===== src/rtl/pgs_pkg.sv =====
// Shared types, widths and helpers for the port-group sequencer.
// The pipe entry layout is fixed here, so instances must use these default widths.
package pgs_pkg;

  localparam int unsigned PGS_VRF_ADDR_W = 9;
  localparam int unsigned PGS_VL_W       = 12;
  localparam int unsigned PGS_LANES      = 8;

  typedef enum logic [1:0] {
    PGS_IDLE  = 2'd0,
    PGS_READ  = 2'd1,
    PGS_DRAIN = 2'd2
  } pgs_state_e;

  typedef struct packed {
    logic                      valid;
    logic [PGS_VRF_ADDR_W-1:0] addr;
    logic [PGS_LANES-1:0]      mask;
  } pgs_pipe_t;

  // Element mask for the final beat: only the lower (vl mod lanes) bits when vl is ragged.
  function automatic logic [PGS_LANES-1:0] last_mask(input logic [PGS_VL_W-1:0] vl,
                                                     input int unsigned         lanes);
    logic [PGS_LANES-1:0] mask;
    int unsigned          rem;
    rem  = 32'(vl) & (lanes - 1);
    mask = '1;
    if (rem != 0) begin
      mask = ~(mask << rem);
    end
    return mask;
  endfunction

endpackage


===== src/rtl/port_group_sequencer_if.sv =====
// Allocation handshake plus VRF read/write beat signals for one write port group.
// The sequencer sits on the slave modport; the allocator/VRF side uses master.
interface port_group_sequencer_if
  import pgs_pkg::*;
#(
  parameter int unsigned VRF_ADDR_W = PGS_VRF_ADDR_W,
  parameter int unsigned VL_W       = PGS_VL_W,
  parameter int unsigned LANES      = PGS_LANES
);

  logic                  start_i;
  logic [VL_W-1:0]       vl_i;
  logic [VRF_ADDR_W-1:0] vs1_addr_i;
  logic [VRF_ADDR_W-1:0] vs2_addr_i;
  logic [VRF_ADDR_W-1:0] vs3_addr_i;
  logic                  op3_en_i;
  logic [VRF_ADDR_W-1:0] vd_addr_i;
  logic                  rd_stall_i;

  logic                  rd_en_o;
  logic                  rd_op3_en_o;
  logic [VRF_ADDR_W-1:0] rd_addr1_o;
  logic [VRF_ADDR_W-1:0] rd_addr2_o;
  logic [VRF_ADDR_W-1:0] rd_addr3_o;
  logic                  wr_en_o;
  logic [VRF_ADDR_W-1:0] wr_addr_o;
  logic [LANES-1:0]      wr_mask_o;
  logic                  port_rdy_o;
  logic                  busy_o;

  modport slave (
    input  start_i, vl_i, vs1_addr_i, vs2_addr_i, vs3_addr_i, op3_en_i, vd_addr_i,
           rd_stall_i,
    output rd_en_o, rd_op3_en_o, rd_addr1_o, rd_addr2_o, rd_addr3_o, wr_en_o, wr_addr_o,
           wr_mask_o, port_rdy_o, busy_o
  );

  modport master (
    output start_i, vl_i, vs1_addr_i, vs2_addr_i, vs3_addr_i, op3_en_i, vd_addr_i,
           rd_stall_i,
    input  rd_en_o, rd_op3_en_o, rd_addr1_o, rd_addr2_o, rd_addr3_o, wr_en_o, wr_addr_o,
           wr_mask_o, port_rdy_o, busy_o
  );

endinterface


===== src/rtl/pgs_delay_pipe.sv =====
// Fixed-latency shift register carrying write beats from read issue to VRF write.
// Never stalls; bubbles travel as invalid entries.
module pgs_delay_pipe
  import pgs_pkg::*;
#(
  parameter int unsigned PIPE_LAT = 4
) (
  input  logic      clk,
  input  logic      rstn,
  input  pgs_pipe_t i_push,
  output pgs_pipe_t o_tail,
  output logic      o_inflight
);

  pgs_pipe_t r_stage [PIPE_LAT];
  logic      w_inflight;

  always_ff @(posedge clk) begin
    if (!rstn) begin
      for (int i = 0; i < int'(PIPE_LAT); i++) begin
        r_stage[i] <= '0;
      end
    end else begin
      r_stage[0] <= i_push;
      for (int i = 1; i < int'(PIPE_LAT); i++) begin
        r_stage[i] <= r_stage[i-1];
      end
    end
  end

  // The tail stage is excluded: it may be writing in the same cycle the group goes idle.
  always_comb begin
    w_inflight = 1'b0;
    for (int i = 0; i < int'(PIPE_LAT) - 1; i++) begin
      w_inflight = w_inflight | r_stage[i].valid;
    end
  end

  assign o_tail     = r_stage[PIPE_LAT-1];
  assign o_inflight = w_inflight;

endmodule


===== src/rtl/port_group_sequencer.sv =====
// Responder for one write port group: latches an allocated instruction, issues read beats,
// and replays each beat as a VRF write PIPE_LAT cycles later before re-arming.
module port_group_sequencer
  import pgs_pkg::*;
#(
  parameter int unsigned VRF_ADDR_W = PGS_VRF_ADDR_W,
  parameter int unsigned VL_W       = PGS_VL_W,
  parameter int unsigned LANES      = PGS_LANES,
  parameter int unsigned PIPE_LAT   = 4
) (
  input  logic                   clk,
  input  logic                   rstn,
  port_group_sequencer_if.slave  bus
);

  localparam int unsigned LOG2_LANES = $clog2(LANES);

  localparam logic [1:0] S_IDLE  = PGS_IDLE;
  localparam logic [1:0] S_READ  = PGS_READ;
  localparam logic [1:0] S_DRAIN = PGS_DRAIN;

  logic [1:0]            r_state;
  logic [1:0]            w_state_next;
  logic [VL_W-1:0]       r_vl;
  logic [VL_W:0]         r_beats;
  logic [VL_W:0]         r_beat_cnt;
  logic [VRF_ADDR_W-1:0] r_vs1;
  logic [VRF_ADDR_W-1:0] r_vs2;
  logic [VRF_ADDR_W-1:0] r_vs3;
  logic [VRF_ADDR_W-1:0] r_vd;
  logic                  r_op3_en;
  logic                  r_port_rdy;

  logic                  w_start;
  logic                  w_issue;
  logic                  w_last_beat;
  logic [VL_W:0]         w_vl_ext;
  logic [VL_W:0]         w_beats;
  logic [VRF_ADDR_W-1:0] w_beat_off;
  pgs_pipe_t             w_push;
  pgs_pipe_t             w_tail;
  logic                  w_inflight;

  // Only an idle group accepts an allocation; that also covers the re-arm cycle.
  assign w_start     = (r_state == S_IDLE) && bus.start_i;
  assign w_issue     = (r_state == S_READ) && !bus.rd_stall_i;
  assign w_last_beat = (r_beat_cnt == r_beats - (VL_W+1)'(1));
  assign w_beat_off  = VRF_ADDR_W'(r_beat_cnt);

  // One extra bit so vl near 2^VL_W cannot overflow the round-up.
  assign w_vl_ext = {1'b0, bus.vl_i};
  assign w_beats  = (w_vl_ext + (VL_W+1)'(LANES - 1)) >> LOG2_LANES;

  always_comb begin
    w_push = '0;
    if (w_issue) begin
      w_push.valid = 1'b1;
      w_push.addr  = r_vd + w_beat_off;
      w_push.mask  = w_last_beat ? last_mask(r_vl, LANES) : '1;
    end
  end

  always_comb begin
    w_state_next = r_state;
    unique case (r_state)
      S_IDLE: begin
        if (w_start) begin
          w_state_next = (bus.vl_i == '0) ? S_DRAIN : S_READ;
        end
      end
      S_READ: begin
        if (w_issue && w_last_beat) begin
          w_state_next = S_DRAIN;
        end
      end
      S_DRAIN: begin
        if (!w_inflight) begin
          w_state_next = S_IDLE;
        end
      end
      default: w_state_next = S_IDLE;
    endcase
  end

  always_ff @(posedge clk) begin
    if (!rstn) begin
      r_state    <= S_IDLE;
      r_port_rdy <= 1'b1;
      r_vl       <= '0;
      r_beats    <= '0;
      r_beat_cnt <= '0;
      r_vs1      <= '0;
      r_vs2      <= '0;
      r_vs3      <= '0;
      r_vd       <= '0;
      r_op3_en   <= 1'b0;
    end else begin
      r_state    <= w_state_next;
      r_port_rdy <= (w_state_next == S_IDLE);
      if (w_start) begin
        r_vl       <= bus.vl_i;
        r_beats    <= w_beats;
        r_beat_cnt <= '0;
        r_vs1      <= bus.vs1_addr_i;
        r_vs2      <= bus.vs2_addr_i;
        r_vs3      <= bus.vs3_addr_i;
        r_vd       <= bus.vd_addr_i;
        r_op3_en   <= bus.op3_en_i;
      end else if (w_issue) begin
        r_beat_cnt <= r_beat_cnt + (VL_W+1)'(1);
      end
    end
  end

  pgs_delay_pipe #(
    .PIPE_LAT (PIPE_LAT)
  ) u_delay_pipe (
    .clk        (clk),
    .rstn       (rstn),
    .i_push     (w_push),
    .o_tail     (w_tail),
    .o_inflight (w_inflight)
  );

  assign bus.rd_en_o     = w_issue;
  assign bus.rd_op3_en_o = w_issue && r_op3_en;
  assign bus.rd_addr1_o  = r_vs1 + w_beat_off;
  assign bus.rd_addr2_o  = r_vs2 + w_beat_off;
  assign bus.rd_addr3_o  = r_vs3 + w_beat_off;
  assign bus.wr_en_o     = w_tail.valid;
  assign bus.wr_addr_o   = w_tail.addr;
  assign bus.wr_mask_o   = w_tail.valid ? w_tail.mask : '0;
  assign bus.port_rdy_o  = r_port_rdy;
  assign bus.busy_o      = !r_port_rdy;

endmodule


===== src/flat_wrapper.sv =====
// flat-port wrapper written by rule: the top's interface ports become plain ports
module port_group_sequencer_flat import pgs_pkg::*;
#(
  parameter int unsigned VRF_ADDR_W = PGS_VRF_ADDR_W,
  parameter int unsigned VL_W       = PGS_VL_W,
  parameter int unsigned LANES      = PGS_LANES,
  parameter int unsigned PIPE_LAT   = 4
)
  (clk, rstn, bus_start_i, bus_vl_i, bus_vs1_addr_i, bus_vs2_addr_i, bus_vs3_addr_i, bus_op3_en_i, bus_vd_addr_i, bus_rd_stall_i, bus_rd_en_o, bus_rd_op3_en_o, bus_rd_addr1_o, bus_rd_addr2_o, bus_rd_addr3_o, bus_wr_en_o, bus_wr_addr_o, bus_wr_mask_o, bus_port_rdy_o, bus_busy_o);
  port_group_sequencer_if #(.VRF_ADDR_W(VRF_ADDR_W), .VL_W(VL_W), .LANES(LANES)) bus_i ();
  input  logic clk;
  input  logic rstn;
  input wire logic [$bits(bus_i.start_i)-1:0] bus_start_i;
  input wire logic [$bits(bus_i.vl_i)-1:0] bus_vl_i;
  input wire logic [$bits(bus_i.vs1_addr_i)-1:0] bus_vs1_addr_i;
  input wire logic [$bits(bus_i.vs2_addr_i)-1:0] bus_vs2_addr_i;
  input wire logic [$bits(bus_i.vs3_addr_i)-1:0] bus_vs3_addr_i;
  input wire logic [$bits(bus_i.op3_en_i)-1:0] bus_op3_en_i;
  input wire logic [$bits(bus_i.vd_addr_i)-1:0] bus_vd_addr_i;
  input wire logic [$bits(bus_i.rd_stall_i)-1:0] bus_rd_stall_i;
  output wire logic [$bits(bus_i.rd_en_o)-1:0] bus_rd_en_o;
  output wire logic [$bits(bus_i.rd_op3_en_o)-1:0] bus_rd_op3_en_o;
  output wire logic [$bits(bus_i.rd_addr1_o)-1:0] bus_rd_addr1_o;
  output wire logic [$bits(bus_i.rd_addr2_o)-1:0] bus_rd_addr2_o;
  output wire logic [$bits(bus_i.rd_addr3_o)-1:0] bus_rd_addr3_o;
  output wire logic [$bits(bus_i.wr_en_o)-1:0] bus_wr_en_o;
  output wire logic [$bits(bus_i.wr_addr_o)-1:0] bus_wr_addr_o;
  output wire logic [$bits(bus_i.wr_mask_o)-1:0] bus_wr_mask_o;
  output wire logic [$bits(bus_i.port_rdy_o)-1:0] bus_port_rdy_o;
  output wire logic [$bits(bus_i.busy_o)-1:0] bus_busy_o;
  assign bus_i.start_i = bus_start_i;
  assign bus_i.vl_i = bus_vl_i;
  assign bus_i.vs1_addr_i = bus_vs1_addr_i;
  assign bus_i.vs2_addr_i = bus_vs2_addr_i;
  assign bus_i.vs3_addr_i = bus_vs3_addr_i;
  assign bus_i.op3_en_i = bus_op3_en_i;
  assign bus_i.vd_addr_i = bus_vd_addr_i;
  assign bus_i.rd_stall_i = bus_rd_stall_i;
  assign bus_rd_en_o = bus_i.rd_en_o;
  assign bus_rd_op3_en_o = bus_i.rd_op3_en_o;
  assign bus_rd_addr1_o = bus_i.rd_addr1_o;
  assign bus_rd_addr2_o = bus_i.rd_addr2_o;
  assign bus_rd_addr3_o = bus_i.rd_addr3_o;
  assign bus_wr_en_o = bus_i.wr_en_o;
  assign bus_wr_addr_o = bus_i.wr_addr_o;
  assign bus_wr_mask_o = bus_i.wr_mask_o;
  assign bus_port_rdy_o = bus_i.port_rdy_o;
  assign bus_busy_o = bus_i.busy_o;
  port_group_sequencer #(.VRF_ADDR_W(VRF_ADDR_W), .VL_W(VL_W), .LANES(LANES), .PIPE_LAT(PIPE_LAT)) u_core (.clk(clk), .rstn(rstn), .bus(bus_i));
endmodule

===== config.mk =====
export PLATFORM = sky130hd
export DESIGN_NAME = port_group_sequencer_flat
export DESIGN_NICKNAME = d
export VERILOG_FILES = /design/src/rtl/pgs_pkg.sv /design/src/rtl/port_group_sequencer_if.sv /design/src/rtl/pgs_delay_pipe.sv /design/src/rtl/port_group_sequencer.sv /design/src/flat_wrapper.sv
export SDC_FILE = /design/constraint.sdc
export NUM_CORES = 1
export LEC_CHECK = 0
export BUFFER_PORTS_ARGS = -buffer_cell sky130_fd_sc_hd__buf_2
export CORE_ASPECT_RATIO = 1.2
export CORE_MARGIN = 1.5
export CORE_UTILIZATION = 40
export CTS_CLUSTER_SIZE = 10
export DETAILED_ROUTE_END_ITERATION = 12
export PLACE_DENSITY = 0.69
export SYNTH_ARGS = -nofsm -noshare
export SYNTH_HDL_FRONTEND = slang
export SYNTH_SLANG_ARGS = --single-unit

===== constraint.sdc =====
create_clock -name clk -period 4.6 [get_ports clk]
set_input_delay 0.23 -clock clk [delete_from_list [all_inputs] [get_ports clk]]
set_output_delay 0.23 -clock clk [all_outputs]
set_load 0.01 [all_outputs]

After elaboration in Yosys (flattened, before gate mapping). Memory sizes are Yosys's and may differ from the RTL's. Cells that the tools add are included.

$add $sub $neg: 7. Multiply operators: 0. Shift-type cells: 1. Multiplexer cells: 15. Equality and inequality tests: 3. Order comparisons: 0. Divide/modulo/power cells: 0. Bitwise logic cells: 8. Reductions and logical operators: 11.

Operator list (count): 18-bit 2-to-1 mux (5); 9-bit adder (4); 32-bit nonzero test (1); 8-bit 2-to-1 mux (3); 12-bit by 3-bit adder with 13-bit output, second input constant (1); 13-bit by 1-bit adder with 13-bit output, second input constant (1); 13-bit == test (1); 12-bit logical NOT (1); 10-bit by 1-bit subtractor with 11-bit output, second input constant (1); 2-bit 2-to-1 mux (4); 8-bit inverter (1); 8-bit by 3-bit left shift with 8-bit output, first input constant (1); 1-bit bitwise OR (6); 2-bit case mux with 3 select lines (1); 1-bit logical AND (4); 2-bit logical NOT (2); 2-bit by 1-bit == test with 1-bit output, second input constant (1); 2-bit == test, second input constant (1); 1-bit logical NOT (2); 1-bit 2-to-1 mux (2); 2-bit OR reduction (1); 1-bit inverter (1).

Bits of input ports: 53. Bits in latches: 0. Memories: 1. ROM bits: 0. Output and inout bits: 49. Bits in writable memories: 72. Bits in registers: 66.

Memory list: u_core.u_delay_pipe.r_stage (words 4, width 18, read ports 4, clocked after Yosys merged registers in 0, wr ports 4, RTL line pgs_delay_pipe.sv:15) `pgs_pipe_t r_stage [PIPE_LAT];`.

Depth between registers and ports, before layout. Gate-level depths: netlist (run 1).

Depth in word-level cells: 6. Depth in mapped cells: 9.

Hierarchy. From an unflattened synthesis (run 1), not the netlist that was laid out.

Cells, all modules: 718. Area total of the unflattened synthesis: 6377.4 um^2.

Modules (own cells, without submodules): port_group_sequencer (seq. area each 1321.3 um^2, area each 4388.0 um^2, cells an instance 566, times used 1); pgs_delay_pipe (seq. area each 1441.4 um^2, area each 1989.4 um^2, cells an instance 152, times used 1).

Least setup slack after synthesis (run 1). OpenSTA, ideal clock, no wires.

Kind: register to register. From: register u_core.r_beats[0]. To: memory u_core.u_delay_pipe.r_stage[0][5] in the netlist's numbering. Required time: 4.459 ns. Arrival time: 2.080 ns. Path slack: 2.379 ns. Setup time: 0.141 ns. Path buffers: 0. Stages on the path, launching flop included: 9. Cell sequence: dfxtp_1 inv_1 ha_1 or4b_4 nor4_2 a211oi_1 o31a_1 nor4b_4 a31oi_1.

RTL lines: start, declared (RTL line port_group_sequencer.sv:25) `logic [VL_W:0] r_beats;`; start signal, assigned (RTL line port_group_sequencer.sv:102) `r_beats <= w_beats;`; end, declared (RTL line pgs_delay_pipe.sv:15).

Worst setup path after layout (run 1).
From: register u_core.r_beat_cnt[1]. To: output bus_rd_addr1_o[8].

Longest elaborated chain between the ends: 1.

RTL lines: start, declared (RTL line port_group_sequencer.sv:26) `logic [VL_W:0] r_beat_cnt;`; start signal, assigned (RTL line port_group_sequencer.sv:110) `r_beat_cnt <= r_beat_cnt + (VL_W+1)'(1);`; 9-bit adder (RTL line port_group_sequencer.sv:127) `assign bus.rd_addr1_o = r_vs1 + w_beat_off;`; end, declared (RTL line flat_wrapper.sv:23) `output wire logic [$bits(bus_i.rd_addr1_o)-1:0] bus_rd_addr1_o;`.

Every way passes these cells.

==> results.toml, run 1 <==
[logic_synthesis]
synthAdderAreaFrac = 0.0829
yosys.area_share.simple = 0.239
ys.flop_type = "dfxtp_1"
synth_top_family_by_area = "simple AND/OR/NAND/NOR gates"
post_synth_num_cell_types = 49
synth_nets = 812
synth_edf_count = 0
muxShareOfSynthArea = 0.00313
synthXorXnorAreaFrac = 0.0725
synth.area.top_cells = "dfxtp_1, ha_1, and2_1"
synthCells = 719
async_reset_ff_frac = 0
syn_area_sq_um = 6400
synth-compound-area-share = 0.125
syn_avg_cell_area_sq_um = 8.90
synth-warning-count = 0
synth_most_common_cell = "dfxtp_1"
ys_seq_area_frac = 0.432
synth_seq_cells = 138
synth_top_area_frac = 0.432
yosys.area.top_type = "dfxtp_1"
synth_commonest_cells = "dfxtp_1, nand2_1, and2_1"

[cells_and_area]
multi_input_area_sq_um = 3350
post-route-util = 0.490
instances_no_fill = 1026
drive_gt1_frac = 0.181
area_growth_pct = 19.8
fillers = 1533
fin_area_sq_um = 7660
seqCellArea_sq_um = 2760
nets = 898
antenna_cells = 0

[worst_hold_path]
min_path_type = "in -> reg"

[global_routing]
grt_pass1_wl_mm = 22.7
grt_pass1_vias = 4864
grt_max_degree = 66
use_met3 = 0.0691
met1_usage = 0.194
busiest_layer = "met2"
grt.overflow.total = 0
antenna_found_initial = 1
grt_use_met2 = 0.292
track_usage = 0.172

[clock_tree]
clock-sinks = 138
cts_tree = "built"
clkLatencyLatePin_ns = 0.42
htreeDepth = 4
clockBufferDepth = 2
root_buffer = "clkbuf_16"
hold_buffers = 0
cts_buffers = 17
post_cts_resized = 0
clkTransAtPathRegs_ns = 0.06
postCtsSetupBuffers = 0

[flow_run]
maxCapViolCount = 0

[critical_path]
critPathTopFamily = "compound AO/OA/AOI/OAI gates"
crit_arrival_ns = 2.81
path_common_cell = "o21ai_0"
path_buf_inv = 2
crit_chain = "inv_1 > fa_1 > nor2b_1 > o21ai_0 > a21boi_0 > o21ai_0 > a21oi_1 > xnor2_1 > buf_2"
worstSetupStartpointType = "flop"
setup.worst_path.end_class = "primary output"
crit_type = "reg -> out"
critPathMaxStageDelay_ns = 0.51
path_max_fanout = 8
required_ns = 4.37
critPathSlowestCell = "dfxtp_1"
rrSetupSlack_ns = 2.13

[run_status]
outcome = "finished, final reports clean"

[routing]
vias = 4906
post_drt_wl_per_cell_microns = 13.1
first_pass_iters = 4
route.detailed.drc = 0
ant_nets = 0
drtIter0Drc = 323
drt-total-wl_mm = 13.4
vias_per_cell = 4.78

[place]
io_buffers = 101
dp_cells = 994
placed_cell_area_sq_um = 7020
place.gp.congestion = 0.817
hpwl_mm = 9.21

[floorplan]
start_util = 0.409
core_area_sq_um = 15600
rows = 50
io_pins = 102
die_w_microns = 118
die_h_microns = 142
dieArea_sq_um = 16800

[timing]
hold_viol = 0
hold_ws_ns = 0.0561
final.period_utilization = 0.661
fin_crit_ns = 3.04
drv_slew = 0
worst_pin_slew_ns = 0.934
fin_setup_tns_ns = 0
timing.fmax_mhz = 329
finClkSkew_ns = 0.00731
rsz0062_at_grt = "no"
final-setup-viol-count = 0
slew_headroom = 0.377

[power_and_ir_drop]
power_leakage_uw = 0.00340
power.density_nw_per_um2 = 387
ir_drop_v = 0.000192
-- tightest hold or removal path: stages --
cell      delay, ns
buf_2          0.09
nand2_1        0.04
a21boi_0       0.06
-- flip-flops by register name, indices dropped and copies added, names as in the netlist, 3 cells and up --
| name | flops |
|---|---|
| u_core.r_beats | 10 |
| u_core.u_delay_pipe.r_stage | 72 |
| u_core.r_vd | 9 |
| u_core.r_vs3 | 9 |
| u_core.r_beat_cnt | 13 |
| u_core.r_vl | 3 |
| u_core.r_vs2 | 9 |
| u_core.r_vs1 | 9 |
-- layout by cell type, fill, tap and decap left out, types with 2 or more instances in the layout --
master and count:
dfxtp_1 138, nand2_1 105, buf_2 101, and2_1 65
a21boi_0 48, nor2_1 39, xnor2_1 39, ha_1 36
inv_1 31, a21oi_1 24, nor3_1 22, o21ai_0 17
clkbuf_16 17, xor2_1 14, nor2b_1 10, nand2b_1 7
or3_1 7, and3_1 7, or2_2 6, nand4_1 6
nand3_1 6, a21o_1 5, a31oi_1 5, nor3b_1 4
fa_1 4, bufinv_16 4, clkinvlp_4 4, o211ai_1 3
a211oi_1 3, nor4_1 3, o211a_1 3, buf_4 3
nor4_2 2, o31a_1 2, nand3b_1 2, mux2i_1 2
and4_1 2, inv_6 2, clkbuf_8 2, clkinv_4 2
-- per-stage QoR --
step | total power [uW] | worst slack [ns]
floorplan | 1450 | 2.38
global placement | 1530 | 2.07
detailed placement | 1530 | 1.98
CTS | 3000 | 1.49
global route | 3090 | 1.34
finish | 2970 | 1.56
-- power breakdown --
part	internal, uW	total [uW]	switching, uW
Sequential	1230	1260	27.9
Combinational	109	246	137
Clock	939	1460	523
-- layout make-up --
class,count,share of cell area
sequential,138,0.360
multi-input combinational,513,0.438
inverter,31,0.0152
tap,208,0.0340
clock buffer,19,0.0591
clock inverter,13,0.0248
timing repair buffer,104,0.0689
-- kinds of logic after synthesis --
| group | after synthesis |
|---|---|
| XOR/XNOR | 53 |
| multiplexers | 2 |
| adder cells (fa/ha/maj) | 40 |
| flip-flops | 138 |
| AO/OA/AOI/OAI | 119 |
| buffers and inverters | 68 |
| AND/OR/NAND/NOR | 299 |
-- final timing paths --
check	start	endpoint	cells past startpoint
max	u_core.r_beat_cnt[1]	bus_rd_addr1_o[8]	9
min	bus_vd_addr_i[5]	u_core.r_vd[5]	3
max reg2reg	u_core.r_beats[0]	u_core.u_delay_pipe.r_stage[0][6]	8
min reg2reg	u_core.u_delay_pipe.r_stage[2][3]	u_core.u_delay_pipe.r_stage[3][3]	1
-- routing by layer --
| metal | up-vias | wire length [microns] |
|---|---|---|
| met3 | 18 | 913 |
| met1 | 2201 | 6000 |
| met5 | - | 13 |
| met2 | 107 | 6270 |
| met4 | 2 | 259 |
| li1 | 2578 | - |
Power figures use the tool's default switching activity.
==> run 2: changes to the inputs <==
ABC_AREA = 1   (was default)
PLACE_DENSITY = 0.71   (was 0.69)
clock period = 2.4 ns   (was 4.6 ns; I/O delays follow)
==> results.toml, run 2 <==
[timing]
fin_setup_tns_ns = -0.0668
final.period_utilization = 1.03
timing.fmax_mhz = 405
rsz0062_at_grt = "yes"
hold_viol = 0
finClkSkew_ns = 0.00677
slew_headroom = 0.517
final-setup-viol-count = 1
drv_slew = 0
fin_crit_ns = 2.47
worst_pin_slew_ns = 0.723
layout_setup_ws_ns = -0.0668

[logic_synthesis]
async_reset_ff_frac = 0
synth-warning-count = 0
post_synth_num_cell_types = 42
synth_commonest_cells = "nand2_1, inv_1, dfxtp_1"
yosys.area.top_type = "dfxtp_1"
ys.flop_type = "dfxtp_1"
syn_area_sq_um = 6480
synth.area.top_cells = "dfxtp_1, nand2_1, inv_1"
synth_top_area_frac = 0.426
ys_seq_area_frac = 0.426
synth_most_common_cell = "nand2_1"
synthCells = 832
synth_edf_count = 0
syn_avg_cell_area_sq_um = 7.79
synth_seq_cells = 138
synth_nets = 925

[place]
hpwl_mm = 10.7
io_buffers = 101
place.gp.congestion = 0.957
dp_cells = 1122

[routing]
vias = 5574
drt-total-wl_mm = 15.2
drtIter0Drc = 376
first_pass_iters = 5
route.detailed.drc = 0
vias_per_cell = 4.63
post_drt_wl_per_cell_microns = 12.7
ant_nets = 0

[critical_path]
worstSetupStartpointType = "flop"
critPathMaxStageDelay_ns = 0.40
setup.worst_path.end_class = "primary output"
required_ns = 2.28
crit_type = "reg -> out"
crit_chain = "ha_1 > a21oi_1 > o21ai_1 > nor2_1 > nor2_1 > o21ai_1 > nand2_1 > xor2_1 > buf_2"
path_max_fanout = 5
crit_arrival_ns = 2.35
critPathSlowestCell = "dfxtp_1"

[global_routing]
antenna_found_initial = 0
grt_pass1_vias = 5335
grt_max_degree = 56
grt_pass1_wl_mm = 25.0
grt.overflow.total = 0
track_usage = 0.188

[cells_and_area]
final_cell_mix = "nand2_1, inv_1, dfxtp_1, buf_2, nor2_1"
instances_no_fill = 1203
largest-register = "u_core.u_delay_pipe.r_stage"
area_growth_pct = 28.2
top_regs = "u_core.u_delay_pipe.r_stage: 72 flops, u_core.r_beat_cnt: 13 flops, u_core.r_beats: 10 flops"
largest_reg_flops = 72
final_common_cell = "nand2_1"
drive_gt1_frac = 0.192
nets = 1075
antenna_cells = 0

[floorplan]
core_area_sq_um = 15700
dieArea_sq_um = 17000
die_h_microns = 142
rows = 50
io_pins = 102
start_util = 0.413
die_w_microns = 119

[clock_tree]
cts_tree = "built"
cts_buffers = 17
clkLatencyLatePin_ns = 0.42
clockBufferDepth = 2
root_buffer = "clkbuf_16"
clock-sinks = 138
clkTransAtPathRegs_ns = 0.05
htreeDepth = 4

[flow_run]
maxCapViolCount = 0

[power_and_ir_drop]
ir_drop_v = 0.000388
p_total_uw = 5620
power.density_nw_per_um2 = 676
power_leakage_uw = 0.00450

[run_status]
violations = "setup timing"
outcome = "finished, violations left"

[worst_hold_path]
min_path_type = "in -> reg"
run 2: changes by cell type after synthesis, sizes merged, moves of 15 or more:
cell	delta
a21boi	-48
a21oi	+19
a22o	+32
and2	-64
inv	+121
nand2	+74
nand3	+25
nor2	+29
nor3	-15
o21ai	+18
xnor2	-28
run 2: worst paths after layout:
| check | startpoint | endpoint | slack, ns | cells past startpoint |
|---|---|---|---|---|
| worst max-delay path | u_core.r_beat_cnt[3] | bus_rd_addr2_o[8] | -0.07 | 9 |
| worst min-delay path | bus_vl_i[6] | u_core.r_beats[3] | 0.02 | 3 |
| worst max register to register | u_core.r_beat_cnt[0] | u_core.u_delay_pipe.r_stage[0][14] | 0.38 | 11 |
| worst min register to register | u_core.u_delay_pipe.r_stage[1][2] | u_core.u_delay_pipe.r_stage[2][2] | 0.40 | 2 |
run 2: worst max-delay path, delay by kind of cell (launching register included):
kind,cells,cell delay (ns)
AO/OA/AOI/OAI,3,0.55
XOR/XNOR,1,0.20
adder cells (fa/ha/maj),1,0.31
buffers and inverters,1,0.17
flip-flops,1,0.40
AND/OR/NAND/NOR,3,0.31
run 2: power breakdown:
part	leakage, uW	switching (uW)	internal (uW)	total (uW)
logic	0.00308	366	271	637
registers	0.00112	50.5	2370	2420
clock network	0.000293	957	1610	2560
run 2: stage by stage:
| stage | utilization | area, sq um | worst slack (ns) | hold WS (ns) |
|---|---|---|---|---|
| global route | 0.529 | 8310 | -0.153 | 0.0388 |
| floorplan | - | 6480 | 0.359 | 0.233 |
| finish | 0.529 | 8310 | -0.0668 | 0.0170 |
| detailed placement | 0.458 | 7200 | 0.259 | 0.339 |
| CTS | 0.526 | 8250 | 0.00545 | 0.00861 |
| global placement | 0.458 | 7200 | 0.289 | 0.328 |
run 2: final cells by class:
class,instances,area [sq um]
Multi-Input combinational cell,513,3050
Inverter,152,576
Timing Repair Buffer,160,1060
Clock buffer,21,470
Fill cell,1409,7390
Sequential cell,138,2770
Clock inverter,11,119
Tap cell,208,260
run 2: what timing repair did:
item	CTS	global route
gates resized for setup	10	12
hold buffers	41	0
setup endpoints to repair	6	7
hold endpoints to repair	41	0
pin swaps	1	4
setup buffers	5	3
run 2: routing by layer:
metal | up-vias | share of wire | track usage
met5 | - | 0 | 0
met4 | 0 | 0.032 | 0.103
met3 | 37 | 0.063 | 0.0521
met2 | 182 | 0.48 | 0.322
met1 | 2422 | 0.42 | 0.211
li1 | 2933 | - | -
run 2: logic make-up after synthesis:
group           after synthesis  synth area share
simple gates                309             0.207
xor+xnor                     36            0.0486
fa+ha+maj                    40            0.0818
flops                       138             0.426
compound gates              128             0.125
buf+inv                     181             0.112
==> run 3: changes to the inputs <==
BUFFER_PORTS_ARGS = default   (was -buffer_cell sky130_fd_sc_hd__buf_2)
DONT_BUFFER_PORTS = 1   (was default)
PLACE_DENSITY = 0.63   (was 0.71)
clock period = 2.65 ns   (was 2.4 ns; I/O delays follow)
==> results.toml, run 3 (synthesis gave the netlist of run 2 again) <==
[critical_path]
crit_arrival_ns = 2.27
worst_r2r_endpoint = "u_core.r_beats[7]"
endpoint = "bus_rd_addr2_o[8]"
required_ns = 2.52
rrSetupSlack_ns = 0.57
worstSetupStartpointType = "flop"
path_max_fanout = 7
setup.worst_path.end_class = "primary output"
startpoint = "u_core.r_beat_cnt[4]"
rr_worst_depth = 7
crit_type = "reg -> out"
r2r_start = "u_core.r_state[1]"

[timing]
finClkSkew_ns = 0.00950
slew_headroom = 0.517
fin_setup_tns_ns = 0
final-setup-viol-count = 0
hold_viol = 0
fin_crit_ns = 2.41
timing.fmax_mhz = 415
drv_slew = 0
final.period_utilization = 0.908
hold_ws_ns = 0.0114
worst_pin_slew_ns = 0.723
rsz0062_at_grt = "no"

[global_routing]
grt_pass1_wl_mm = 24.1
track_usage = 0.183
antenna_found_initial = 0
grt_pass1_vias = 5007
busiest_layer = "met2"
met1_usage = 0.210
grt_max_degree = 57
grt.overflow.total = 0
use_met3 = 0.0509
grt_use_met2 = 0.313

[cells_and_area]
final_cell_mix = "nand2_1, inv_1, dfxtp_1, nor2_1, dlygate4sd3_1"
final_common_cell = "nand2_1"
top_regs = "u_core.u_delay_pipe.r_stage: 72 flops, u_core.r_beat_cnt: 13 flops, u_core.r_beats: 10 flops"
seqCellArea_sq_um = 2770
largest-register = "u_core.u_delay_pipe.r_stage"
fillers = 1517
drive_gt1_frac = 0.0771
multi_input_area_sq_um = 3010
largest_reg_flops = 72
antenna_cells = 0
nets = 975
area_growth_pct = 20.1

[worst_hold_path]
min_path_type = "in -> reg"

[clock_tree]
cts_buffers = 17
clock-sinks = 138
postCtsSetupBuffers = 0
clkTransAtPathRegs_ns = 0.06
root_buffer = "clkbuf_16"
clockBufferDepth = 2
htreeDepth = 4
clkLatencyLatePin_ns = 0.42
cts_tree = "built"

[place]
place.gp.congestion = 0.893
hpwl_mm = 10.5
io_buffers = 0

[run_status]
outcome = "finished, final reports clean"

[routing]
drtIter0Drc = 280
route.detailed.drc = 0
drt-total-wl_mm = 14.9
vias = 5258
first_pass_iters = 4
ant_nets = 0
post_drt_wl_per_cell_microns = 13.5
vias_per_cell = 4.77

[floorplan]
core_area_sq_um = 15700
rows = 50
dieArea_sq_um = 17000
die_h_microns = 142
die_w_microns = 119
start_util = 0.413
io_pins = 102

[power_and_ir_drop]
ir_drop_v = 0.000413
power.density_nw_per_um2 = 642
power_leakage_uw = 0.00400

[flow_run]
maxCapViolCount = 0
## run 3: area by class of cell
type,count,share of cell area
Tap cell,208,0.0334
Sequential cell,138,0.355
Clock buffer,23,0.0640
Inverter,152,0.0739
Clock inverter,9,0.0113
Multi-Input combinational cell,513,0.387
Timing Repair Buffer,60,0.0755
## run 3: how the worst min path moves through the flow
| stage | start | to | slack, ns | cells after the start |
|---|---|---|---|---|
| final | rstn | u_core.bus.port_rdy_o | 0.01 | 2 |
| after global routing | rstn | u_core.bus.port_rdy_o | 0.02 | 2 |
| after CTS | rstn | u_core.bus.port_rdy_o | 0.007 | 2 |
| after detailed placement | rstn | u_core.bus.port_rdy_o | 0.23 | 1 |
| after global placement | rstn | u_core.bus.port_rdy_o | 0.21 | 1 |
| after floorplan | bus_op3_en_i | u_core.r_op3_en | 0.25 | 2 |
## run 3: timing repair
| action | 4_1_cts | 5_1_grt |
|---|---|---|
| gates resized for setup | 0 | 5 |
| hold buffers | 51 | 0 |
| endpoints found under the hold margin | 108 | 0 |
| setup endpoints to repair | 0 | 4 |
## run 3: where the power goes
group	total, uW	switching (uW)	leakage, uW	internal, uW
sequential	2190	45.6	0.00112	2140
clock	2290	877	0.000278	1420
combinational	519	312	0.00260	208
total	5000	1230	0.00400	3770
## run 3: metrics by stage
stage                     total power, uW  std cells  setup slack, ns  area [sq um]   util
after detailed placement             2670       1020            0.541          6670  0.425
after CTS                            5050       1103           0.0753          7780  0.495
after global routing                 5210       1103           0.0384          7780  0.496
after floorplan                      2580        832            0.596          6480      -
after global placement               2670       1020            0.558          6670  0.425
final                                5000       1103            0.243          7780  0.496
## run 3: per-layer routing
layer,part of all wire,up-vias,wire [microns]
li1,-,2734,-
met1,0.43,2332,6460
met2,0.48,163,7090
met3,0.066,29,985
met4,0.025,0,369
met5,0,-,0
## run 3: worst max-delay path, stage by stage, from the launching register on
cell and delay, ns:
dfxtp_1 0.59, ha_1 0.37, nand2_1 0.12, o21ai_0 0.12
nor2_1 0.11, nor2_1 0.05, o21ai_0 0.16, nand2_1 0.08
xor2_1 0.24
